--- src/rtl/ktane_bus_pkg.sv ---
// Shared definitions for the ktane bus arbiter and the ktane_mem memory map.
// Contents:
//   region_t      - 3-bit memory-map window code
//   *_BASE        - first address of each window above RAM
//   state_t       - arbiter sequencer states
//   is_legal()    - access permission of a window for a read or a write
package ktane_bus_pkg;

    typedef enum logic [2:0] {
        REG_RAM    = 3'd0,
        REG_BUTTON = 3'd1,
        REG_KEYPAD = 3'd2,
        REG_MORSE  = 3'd3,
        REG_WIRES  = 3'd4,
        REG_EXTRAS = 3'd5,
        REG_NONE   = 3'd6
    } region_t;

    localparam logic [15:0] BUTTON_BASE = 16'hC000;
    localparam logic [15:0] KEYPAD_BASE = 16'hCCCC;
    localparam logic [15:0] MORSE_BASE  = 16'hD998;
    localparam logic [15:0] WIRES_BASE  = 16'hE664;
    localparam logic [15:0] EXTRAS_BASE = 16'hF330;
    localparam logic [15:0] NONE_BASE   = 16'hFFFC;

    typedef enum logic [1:0] {
        ST_IDLE  = 2'd0,
        ST_ISSUE = 2'd1,
        ST_WAIT  = 2'd2,
        ST_DONE  = 2'd3
    } state_t;

    // MORSE only accepts writes, WIRES only serves reads, NONE maps nothing.
    function automatic logic is_legal(input region_t region, input logic we);
        case (region)
            REG_NONE:  return 1'b0;
            REG_MORSE: return we;
            REG_WIRES: return !we;
            default:   return 1'b1;
        endcase
    endfunction

endpackage

--- src/rtl/ktane_region_decode.sv ---
// Combinational address-to-window decoder for the ktane memory map.
// Ports:
//   addr   in   ADDR_WIDTH  bus address
//   region out  region_t    window the address falls in
// Addresses beyond 16 bits (when ADDR_WIDTH > 16) decode to REG_NONE.
module ktane_region_decode
    import ktane_bus_pkg::*;
#(
    parameter int ADDR_WIDTH = 16
) (
    input  logic [ADDR_WIDTH-1:0] addr,
    output region_t               region
);

    logic [31:0] a;

    assign a = 32'(addr);

    always_comb begin
        if (a < 32'(BUTTON_BASE))
            region = REG_RAM;
        else if (a < 32'(KEYPAD_BASE))
            region = REG_BUTTON;
        else if (a < 32'(MORSE_BASE))
            region = REG_KEYPAD;
        else if (a < 32'(WIRES_BASE))
            region = REG_MORSE;
        else if (a < 32'(EXTRAS_BASE))
            region = REG_WIRES;
        else if (a < 32'(NONE_BASE))
            region = REG_EXTRAS;
        else
            region = REG_NONE;
    end

endmodule

--- src/rtl/ktane_bus_arb.sv ---
// Two-requester round-robin arbiter and transaction sequencer in front of the
// single-port ktane_mem memory map. Requester 0 is the CPU, requester 1 the
// game sequencer.
// Ports:
//   clk, reset                  clock, async active-high reset
//   req*/we*/addr*/wdata*       requester side, req held until its ack
//   ack0, ack1, err, rdata      one-cycle completion, reject flag, read data
//   busy                        transaction in progress
//   mem_*                       ktane_mem port (data, addresses, we, re, q)
//
// state    | meaning
// ---------+-----------------------------------------------------------
// ST_IDLE  | no transaction; arbitrate and latch the winner's request
// ST_ISSUE | one cycle: drive address plus mem_we or mem_re
// ST_WAIT  | read only: count down the memory latency, capture mem_q at 0
// ST_DONE  | one cycle: ack the owner, err for rejected accesses
module ktane_bus_arb
    import ktane_bus_pkg::*;
#(
    parameter int                    ADDR_WIDTH = 16,
    parameter int                    DATA_WIDTH = 16,
    parameter int                    READ_LAT   = 2,
    parameter logic [ADDR_WIDTH-1:0] IDLE_ADDR  = ADDR_WIDTH'(16'hFFFC)
) (
    input  logic                  clk,
    input  logic                  reset,
    input  logic                  req0,
    input  logic                  req1,
    input  logic                  we0,
    input  logic                  we1,
    input  logic [ADDR_WIDTH-1:0] addr0,
    input  logic [ADDR_WIDTH-1:0] addr1,
    input  logic [DATA_WIDTH-1:0] wdata0,
    input  logic [DATA_WIDTH-1:0] wdata1,
    output logic                  ack0,
    output logic                  ack1,
    output logic                  err,
    output logic [DATA_WIDTH-1:0] rdata,
    output logic                  busy,
    output logic [DATA_WIDTH-1:0] mem_data,
    output logic [ADDR_WIDTH-1:0] mem_write_addr,
    output logic [ADDR_WIDTH-1:0] mem_read_addr,
    output logic                  mem_we,
    output logic                  mem_re,
    input  logic [DATA_WIDTH-1:0] mem_q
);

    localparam int CNT_W = (READ_LAT > 1) ? $clog2(READ_LAT) : 1;

    state_t                state, state_nxt;
    logic                  owner;
    logic                  rr_ptr;
    logic                  lat_we;
    logic [ADDR_WIDTH-1:0] lat_addr;
    logic [DATA_WIDTH-1:0] lat_wdata;
    region_t               lat_region;
    logic                  lat_rej;
    logic [CNT_W-1:0]      cnt;

    logic                  gnt_any;
    logic                  gnt_sel;
    logic                  sel_we;
    logic [ADDR_WIDTH-1:0] sel_addr;
    logic [DATA_WIDTH-1:0] sel_wdata;
    region_t               sel_region;
    logic                  sel_legal;

    // A lone requester wins outright; a tie goes to rr_ptr.
    assign gnt_any   = req0 | req1;
    assign gnt_sel   = (req0 && req1) ? rr_ptr : req1;
    assign sel_we    = gnt_sel ? we1    : we0;
    assign sel_addr  = gnt_sel ? addr1  : addr0;
    assign sel_wdata = gnt_sel ? wdata1 : wdata0;

    ktane_region_decode #(
        .ADDR_WIDTH (ADDR_WIDTH)
    ) u_decode (
        .addr   (sel_addr),
        .region (sel_region)
    );

    assign sel_legal = is_legal(sel_region, sel_we);
    assign lat_rej   = !is_legal(lat_region, lat_we);

    always_ff @(posedge clk or posedge reset) begin
        if (reset)
            state <= ST_IDLE;
        else
            state <= state_nxt;
    end

    always_ff @(posedge clk or posedge reset) begin
        if (reset) begin
            owner      <= 1'b0;
            rr_ptr     <= 1'b0;
            lat_we     <= 1'b0;
            lat_addr   <= IDLE_ADDR;
            lat_wdata  <= '0;
            lat_region <= REG_NONE;
            cnt        <= '0;
            rdata      <= '0;
        end else begin
            case (state)
                ST_IDLE: begin
                    if (gnt_any) begin
                        owner      <= gnt_sel;
                        rr_ptr     <= !gnt_sel;
                        lat_we     <= sel_we;
                        lat_addr   <= sel_addr;
                        lat_wdata  <= sel_wdata;
                        lat_region <= sel_region;
                        // Rejected accesses jump straight to DONE with zero data.
                        if (!sel_legal)
                            rdata <= '0;
                    end
                end
                ST_ISSUE: cnt <= CNT_W'(READ_LAT - 1);
                ST_WAIT: begin
                    if (cnt == '0)
                        rdata <= mem_q;
                    else
                        cnt <= cnt - 1'b1;
                end
                default: ;
            endcase
        end
    end

    always_comb begin
        state_nxt      = state;
        busy           = 1'b0;
        ack0           = 1'b0;
        ack1           = 1'b0;
        err            = 1'b0;
        mem_we         = 1'b0;
        mem_re         = 1'b0;
        mem_data       = '0;
        mem_write_addr = IDLE_ADDR;
        mem_read_addr  = IDLE_ADDR;
        case (state)
            ST_IDLE: begin
                if (gnt_any)
                    state_nxt = sel_legal ? ST_ISSUE : ST_DONE;
            end
            ST_ISSUE: begin
                busy           = 1'b1;
                mem_write_addr = lat_addr;
                mem_read_addr  = lat_addr;
                if (lat_we) begin
                    mem_we    = 1'b1;
                    mem_data  = lat_wdata;
                    state_nxt = ST_DONE;
                end else begin
                    mem_re    = 1'b1;
                    state_nxt = ST_WAIT;
                end
            end
            ST_WAIT: begin
                busy           = 1'b1;
                mem_write_addr = lat_addr;
                mem_read_addr  = lat_addr;
                if (cnt == '0)
                    state_nxt = ST_DONE;
            end
            ST_DONE: begin
                busy      = 1'b1;
                ack0      = !owner;
                ack1      = owner;
                err       = lat_rej;
                state_nxt = ST_IDLE;
            end
            default: state_nxt = ST_IDLE;
        endcase
    end

endmodule
--- config.mk ---
export PLATFORM = sky130hd
export DESIGN_NAME = ktane_bus_arb
export DESIGN_NICKNAME = d
export VERILOG_FILES = /design/src/rtl/ktane_bus_pkg.sv /design/src/rtl/ktane_region_decode.sv /design/src/rtl/ktane_bus_arb.sv
export SDC_FILE = /design/constraint.sdc
export NUM_CORES = 1
export LEC_CHECK = 0
export ABC_AREA = 1
export CORE_MARGIN = 1.5
export CORE_UTILIZATION = 46
export DETAILED_ROUTE_END_ITERATION = 10
export PLACE_DENSITY = 0.86
export SLEW_MARGIN = 25
export SYNTH_ARGS = -nofsm -noshare
export SYNTH_HDL_FRONTEND = slang
export SYNTH_HIERARCHICAL = 1
export SYNTH_SLANG_ARGS = --single-unit
--- constraint.sdc ---
create_clock -name clk -period 4 [get_ports clk]
set_input_delay 1 -clock clk [delete_from_list [all_inputs] [get_ports clk]]
set_output_delay 1 -clock clk [all_outputs]
set_load 0.1 [all_outputs]
Word level (Yosys, flattened, before mapping)
Cells that the tools add are included.

Add/sub/neg operators: 1. Multipliers: 0. Div/mod/pow operators: 0. Order comparisons: 6. Equality and inequality tests: 12. Shift operators: 0. Multiplexer cells: 34. Bitwise logic cells: 1. Reduce and logical (&&, ||, !) cells: 14.

Operators with widths (number): $mux 16 (8); $lt 16x16->1 const B (6); $pmux 16 s2 (1); $mux 3 (5); $eq 3x3->1 const B (4); $mux 1 (12); $mux 2 (4); $pmux 2 s4 (1); $eq 3x2->1 const B (2); $ne 2x2->1 const B (3); $pmux 1 s3 (2); $logic_not 1->1 (5); $eq 2x2->1 const B (2); $reduce_and 2->1 (2); $reduce_and 4->1 (1); $reduce_bool 2->1 (2); $reduce_or 3->1 (1); $eq 2x1->1 const B (1); $logic_not 2->1 (1); $pmux 1 s2 (1); $reduce_or 2->1 (1); $logic_and 1x1->1 (1); $or 1x1->1 (1); $sub 1x1->1 const B (1).

Bits in registers: 57. Bits in latches: 0. Bits in writable memories: 0. ROM bits: 0. Bits of input ports: 86. Output and inout bits: 70. Word-level logic and storage cells: 77. Memories kept: 0.

Logic depth before layout (Yosys ltp)
Gate-level depths: netlist (run 1).

Depth after elaboration: 15. Gate-level depth with buffers: 26. Gate-level depth less buffers: 24.

Cells and area by module
Netlist (run 1), hierarchy kept.

By module, submodules not included: ktane_bus_arb (times used 1, cells an instance 444, area an instance 3294.4 sq um, seq. area each 1446.4 sq um); ktane_region_decode (times used 1, cells an instance 68, area an instance 289.0 sq um, seq. area each 0.0 sq um).

Worst setup path after synthesis (run 1)
Ideal clock, no wire load.

Path kind: reg2out. From: register state[1]. To: output err. Arrival: 2.880 ns. Data required time: 3.000 ns. Setup slack: 0.120 ns. Stages on the path, launching flop included: 4. Buffers on the path: 0. Path through: dfrtp_1 -> ha_1 -> o21ai_0 -> a211oi_1.

Longest elaborated chain between the ends: 2.

RTL lines: start, declared (line ktane_bus_arb.sv:50) `state_t state, state_nxt;`; start signal, assigned (line ktane_bus_arb.sv:89) `state <= state_nxt;`; $eq 2x2->1 (line ktane_bus_arb.sv:140) `case (state)`; $mux 1 (line ktane_bus_arb.sv:140); end, declared (line ktane_bus_arb.sv:37) `output logic err,`.

No other way between the ends.

Worst setup path after layout (run 1)
From: input req0. To: register rdata[5].

Elaborated cells between the ends (all ways): 25. Those cells by class: 6 x order compare; 5 x eq/ne; 10 x mux; 1 x bitwise; 3 x reduce/logical.

RTL lines: start, declared (line ktane_bus_arb.sv:27) `input logic req0,`; $logic_and 1x1->1 (*) (line ktane_bus_arb.sv:70) `assign gnt_sel = (req0 && req1) ? rr_ptr : req1;`; $mux 1 (*) (line ktane_bus_arb.sv:70); $mux 16 (*) (line ktane_bus_arb.sv:72) `assign sel_addr = gnt_sel ? addr1 : addr0;`; net sel_addr[10] (line ktane_bus_arb.sv:63) `logic [ADDR_WIDTH-1:0] sel_addr;`; $lt 16x16->1 (line ktane_region_decode.sv:26) `else if (a < 32'(WIRES_BASE))`; $mux 3 (line ktane_region_decode.sv:26); $mux 3 (line ktane_region_decode.sv:24) `else if (a < 32'(MORSE_BASE))`; $mux 3 (line ktane_region_decode.sv:22) `else if (a < 32'(KEYPAD_BASE))`; $mux 3 (*) (line ktane_region_decode.sv:20) `if (a < 32'(BUTTON_BASE))`; net sel_region[2] (line ktane_bus_arb.sv:65) `region_t sel_region;`; $eq 3x3->1 / $eq 3x2->1 (equally long branches) (line ktane_bus_pkg.sv:35) `case (region)`; $pmux 1 s3 (*) (line ktane_bus_pkg.sv:35); $ne 2x2->1 (no line) (*); $reduce_and 4->1 (no line) (*); end signal, assigned (line ktane_bus_arb.sv:120) `rdata <= mem_q;`; end, declared (line ktane_bus_arb.sv:38) `output logic [DATA_WIDTH-1:0] rdata,`.

Mark *: on every way through the listed nets, which the timed path passes. The rest lies on a longest branch. A chain may end at the register's enable or synchronous reset.

==> impl_metrics.py, run 1 <==
metrics = {
    "cts": {
        "clockBufferDepth": 2,
        "cts_setup_buffers": 0,
        "cts_root_buffer": "clkbuf_8",
        "cts_resized": 0,
        "holdBufCountCts": 0,
        "path_clk_slew_ps": 60,
        "cts_buffers": 9,
        "htree_num_levels": 3,
        "clkLatencyLatePin_ps": 340,
        "cts_sinks": 57,
        "cts_tree": "yes",
    },
    "die": {
        "die_h_um": 91.2,
        "die-area_mm2": 0.00831,
        "die_w_um": 91.2,
        "io_pins": 156,
        "core_area_mm2": 0.00737,
        "initial_core_util": 0.485,
        "num_rows": 31,
    },
    "min_path": {
        "hold_class": "reg -> reg",
    },
    "global_route": {
        "grtUsageMet3": 0.0486,
        "grt_util_met1": 0.301,
        "grt_pass1_vias": 3591,
        "overflow": 0,
        "met2_usage": 0.430,
        "grt_busiest_layer": "met2",
        "grt_pass1_wl_um": 16400,
        "grt_usage": 0.246,
        "grt_max_degree": 68,
        "grt_antenna_before_repair": 0,
    },
    "synth": {
        "synth_area_mm2": 0.00358,
        "syn_inst": 510,
        "syn_avg_cell_area_um2": 7.01,
        "synth-warning-count": 6,
        "syn_nets": 601,
    },
    "timing": {
        "rsz0062_at_grt": "false",
        "final_hold_viol_count": 0,
        "tightest_slew_ps": 979,
        "slew_violations": 0,
        "slew_headroom": 0.345,
        "period_needed_ps": 3660,
        "finClkSkew_ps": 6.91,
        "setup_viol": 0,
        "fin_setup_tns_ps": 0,
        "finalCritPeriodShare": 0.916,
        "timing.fmax_mhz": 273,
    },
    "critical_path": {
        "r2r_slack_ps": 1050,
        "cp_slowest_cell": "clkdlybuf4s50_1",
        "arrival_ps": 3890,
        "required_ps": 4220,
        "r2r-end": "rdata[5]$_DFFE_PP0P_",
        "crit_end": "rdata[5]$_DFFE_PP0P_",
        "crit_start": "req0",
        "cp_max_fo": 21,
        "worstSetupPathType": "in -> reg",
        "crit_top_cell": "nand2_1",
        "r2r_cells": 24,
        "critical-path-max-stage-delay_ps": 500,
        "endpoint_kind": "flop",
        "regToRegStartpoint": "rr_ptr$_DFFE_PP0P_",
        "worstPathCellList": "clkdlybuf4s50_1, nand2_2, nand2_4, inv_1, buf_12, nand2_1, nand2_1, inv_1, nand2_1, nand2_1, nor2_1, nor2_1, nand2_2, nand2_1, nand2_1, a21oi_1, nand2_1, nor2_1, nand3_1, nand3_1, nand2_2, buf_4, nand3_1, nand2_1",
        "startpoint_type": "input port",
    },
    "detailed_routing": {
        "vias": 3685,
        "viasPerCell": 4.91,
        "antenna_left": 0,
        "post_drt_wl_per_cell_um": 13.3,
        "initialDrtViolationCount": 155,
        "wl_um": 9980,
        "drtPass1Iterations": 4,
        "drc_errors": 0,
    },
    "run": {
        "cap_violations": 0,
    },
    "layout": {
        "antenna_cells": 0,
        "final_nets": 737,
        "drive_gt1_frac": 0.175,
        "nFillCells": 632,
        "area_delta_synth_final_pct": 43.4,
    },
    "placed_design": {
        "dp_hpwl_um": 7550,
        "io_buffers": 155,
        "gp_congestion": 0.852,
    },
    "run_status": {
        "status": "finished clean",
    },
}
-- per-stage QoR --
stage	utilization	setup slack (ps)	hold WS, ps	std cells	area (µm²)
detailed placement	0.670	47.6	462	734	4940
CTS	0.696	385	473	750	5130
finish	0.696	336	474	750	5130
floorplan	-	120	445	510	3580
global placement	0.670	153	456	734	4940
global route	0.696	37.2	496	750	5130
-- worst max-delay path: cells and delay by family --
| family | cells | cell delay (ps) |
|---|---|---|
| AO/OA/AOI/OAI | 1 | 250 |
| buffers and inverters | 5 | 1040 |
| AND/OR/NAND/NOR | 18 | 1570 |
-- how the worst min path moves through the flow --
stage / startpoint / endpoint / slack, ps / depth (start not counted)
3_5_place_dp: lat_region[1]$_DFFE_PP1P_ / lat_region[1]$_DFFE_PP1P_ / 460 / 2
4_1_cts: lat_region[1]$_DFFE_PP1P_ / lat_region[1]$_DFFE_PP1P_ / 470 / 2
6_report: lat_region[1]$_DFFE_PP1P_ / lat_region[1]$_DFFE_PP1P_ / 470 / 2
5_1_grt: lat_region[1]$_DFFE_PP1P_ / lat_region[1]$_DFFE_PP1P_ / 500 / 2
3_3_place_gp: rdata[6]$_DFFE_PP0P_ / rdata[6]$_DFFE_PP0P_ / 460 / 2
2_1_floorplan: lat_region[1]$_DFFE_PP1P_ / lat_region[1]$_DFFE_PP1P_ / 440 / 2
-- per-layer routing --
metal,wire (µm),part of all wire
met4,163,0.016
met5,0,0
met1,4280,0.43
met2,4990,0.50
met3,548,0.055
-- layout by cell type, fill, tap and decap left out, types with 2 or more instances in the layout --
master,instances
clkbuf_8,9
clkdlybuf4s50_1,101
o211ai_1,14
o21ai_1,5
nor2_1,38
dfstp_2,16
a31oi_1,2
ha_1,5
inv_1,71
clkinv_2,4
a21oi_1,7
dfrtp_1,41
o211ai_2,2
nand2_1,166
buf_4,62
nor2_2,2
nand2_4,3
nand2_2,5
nand3_1,58
o21ai_0,20
inv_2,5
nand4_1,3
-- layout make-up --
type	instances	area, µm²	share of cell area
Clock buffer	10	128	0.0249
Clock inverter	6	58.8	0.0115
Inverter	76	285	0.0557
Multi-Input combinational cell	338	1590	0.310
Sequential cell	57	1450	0.282
Tap cell	99	124	0.0242
Timing Repair Buffer	164	1500	0.292
-- state kept, by name (all words and copies together) (netlist names) --
register / count
lat_addr: 16
lat_wdata: 16
rdata: 16
lat_region: 3
state: 2
cnt: 1
lat_we: 1
owner: 1
rr_ptr: 1
Power of run 1 is not shown: default switching activity piles up to over one toggle a cycle in this logic, so the estimate is an artifact.
==> run 2: changes to the inputs <==
- TNS_END_PERCENT: unset -> 10
==> results of run 2 <==
Same layout as run 1: the final DEF is identical, and so are final timing and power.
Power of run 2 is left out for the same reason.
==> run 3: changes to the inputs <==
--- a/constraint.sdc
+++ b/constraint.sdc
@@ -3,2 +3,2 @@
 set_output_delay 1 -clock clk [all_outputs]
-set_load 0.1 [all_outputs]
+set_load 0.005 [all_outputs]
==> run 3 against run 2 <==
Net effect:
- routed wire length increased by 0.24%
- count of clock-buffer cells in the layout unchanged
- flip-flop and latch count unchanged
- global-route usage decreased by 0.067 points
- core utilization increased by 2.1 points
- largest cell class is now buffers
==> impl_metrics.py, run 3 (synthesized netlist as in run 1, its figures left out) <==
metrics = {
    "run_status": {
        "status": "finished clean",
    },
    "cts": {
        "cts_resized": 0,
        "clockBufferDepth": 2,
        "cts_root_buffer": "clkbuf_8",
        "cts_buffers": 9,
        "path_clk_slew_ps": 70,
        "clkLatencyLatePin_ps": 340,
        "htree_num_levels": 3,
        "cts_setup_buffers": 0,
        "holdBufCountCts": 0,
        "cts_tree": "yes",
        "cts_sinks": 57,
    },
    "critical_path": {
        "required_ps": 4220,
        "cp_top_family": "simple AND/OR/NAND/NOR gates",
        "endpoint_kind": "flop",
        "cp_max_fo": 21,
        "worstSetupPathType": "in -> reg",
        "critical-path-max-stage-delay_ps": 500,
        "cp_slowest_cell": "clkdlybuf4s50_1",
        "worstPathCellList": "clkdlybuf4s50_1, nand2_2, nand2_4, inv_1, buf_12, nand2_1, nand2_1, nand2_2, nand2_1, nand2_1, nor2_1, nor2_1, nand2_2, nand2_1, nand2_1, a21oi_1, nand2_1, nor2_1, nand3_1, nand3_1, nand2_2, buf_4, nand3_1, nand2_1",
        "startpoint_type": "input port",
        "cp.buffers_inverters": 4,
        "crit_top_cell": "nand2_1",
        "arrival_ps": 3850,
    },
    "timing": {
        "finClkSkew_ps": 12.2,
        "tightest_slew_ps": 704,
        "fin_setup_tns_ps": 0,
        "rsz0062_at_grt": "false",
        "finalCritPeriodShare": 0.907,
        "setup_ws_ps": 372,
        "whs_ps": 480,
        "slew_violations": 0,
        "timing.fmax_mhz": 276,
        "final_hold_viol_count": 0,
        "setup_viol": 0,
        "slew_headroom": 0.531,
        "period_needed_ps": 3630,
    },
    "min_path": {
        "hold_class": "reg -> reg",
    },
    "layout": {
        "antenna_cells": 0,
        "finalNonFillerCells": 750,
        "multi_input_area_mm2": 0.00159,
        "final_cell_mix": "166 x nand2_1, 155 x clkdlybuf4s50_1, 71 x inv_1, 58 x nand3_1, 41 x dfrtp_1",
        "drive_gt1_frac": 0.0937,
        "final_nets": 737,
        "nFillCells": 596,
        "area_delta_synth_final_pct": 47.6,
        "final_common_cell": "nand2_1",
        "largestRegisters": "lat_addr (16), lat_wdata (16), rdata (16)",
        "register_area_mm2": 0.00145,
    },
    "placed_design": {
        "io_buffers": 155,
        "gp_congestion": 0.840,
        "dp_hpwl_um": 7470,
        "placedCellCount": 734,
        "dpl_worst_slack_ps": 51.8,
    },
    "power": {
        "p_total_uw": 3650,
        "ir_worst_vdd_v": 0.000407,
        "p_seq_frac": 0.262,
        "p_sw_frac": 0.395,
        "clock_power_share": 0.150,
        "power_frac_comb": 0.587,
        "powerDensity_mw_per_mm2": 692,
        "internal_power_uw": 2210,
        "power_switching_uw": 1440,
        "leakage_uw": 0.00255,
    },
    "detailed_routing": {
        "drc_errors": 0,
        "post_drt_wl_per_cell_um": 13.3,
        "vias": 3644,
        "initialDrtViolationCount": 167,
        "wl_um": 10000,
        "drtPass1Iterations": 5,
        "viasPerCell": 4.86,
        "antenna_left": 0,
    },
    "global_route": {
        "overflow": 0,
        "grt_usage": 0.246,
        "grt_pass1_wl_um": 16400,
        "grt_max_degree": 68,
        "grt_antenna_before_repair": 0,
        "grt_pass1_vias": 3580,
    },
    "die": {
        "initial_core_util": 0.485,
        "die_w_um": 91.2,
        "io_pins": 156,
        "core_area_mm2": 0.00737,
        "die-area_mm2": 0.00831,
        "num_rows": 31,
        "die_h_um": 91.2,
    },
    "run": {
        "cap_violations": 0,
    },
}
[run 3: changes by cell type in the layout (fill, tap and decap cells not counted), sizes merged]
cell           before  now
clkdlybuf4s50     101  155
inv                76   77
clkinvlp            0    3
buf                63    9
clkinv              5    1
[run 3: final timing paths]
kind | startpoint | end | slack (ps) | cells after the start
worst max register to register | rr_ptr$_DFFE_PP0P_ | rdata[1]$_DFFE_PP0P_ | 1110 | 24
worst min register to register | rdata[14]$_DFFE_PP0P_ | rdata[14]$_DFFE_PP0P_ | 480 | 2
worst min-delay path | rdata[14]$_DFFE_PP0P_ | rdata[14]$_DFFE_PP0P_ | 480 | 2
max in group asynchronous | reset | lat_addr[5]$_DFFE_PP1P_ | 2160 | 3
min in group asynchronous | reset | rdata[10]$_DFFE_PP0P_ | 1000 | 2
worst max-delay path | req0 | rdata[1]$_DFFE_PP0P_ | 370 | 24
[run 3: per-stage QoR]
step,instance area (µm²),utilization
detailed placement,5070,0.689
finish,5280,0.716
floorplan,3580,-
global placement,5070,0.689
global route,5280,0.716
CTS,5280,0.716
[run 3: area by class of cell]
type,count,share of cell area
timing repair buffer,164,0.309
multi-input combinational,338,0.301
sequential,57,0.274
inverter,76,0.0540
clock buffer,10,0.0261
tap,99,0.0235
clock inverter,6,0.0126
[run 3: metal layers]
layer  routed length (µm)  GRT usage  part of all wire
met5                    0          0                 0
met4                  222      0.109             0.022
met3                  616     0.0469             0.062
met2                 4960      0.429              0.50
met1                 4210      0.291              0.42
[run 3: power by group through the flow]
stage	Sequential, µW	Combinational (µW)	Clock (µW)
after global routing	984	2360	590
final	958	2150	550
after detailed placement	968	2140	0
after global placement	956	2080	0
after floorplan	944	1310	0
after CTS	958	2160	560
[run 3: tightest hold or removal path: stages, from the launching register on]
cell and delay, ps:
dfrtp_1 340, nand2_1 60, nand2_1 50
Note: power is estimated with default switching activity, not from simulation.
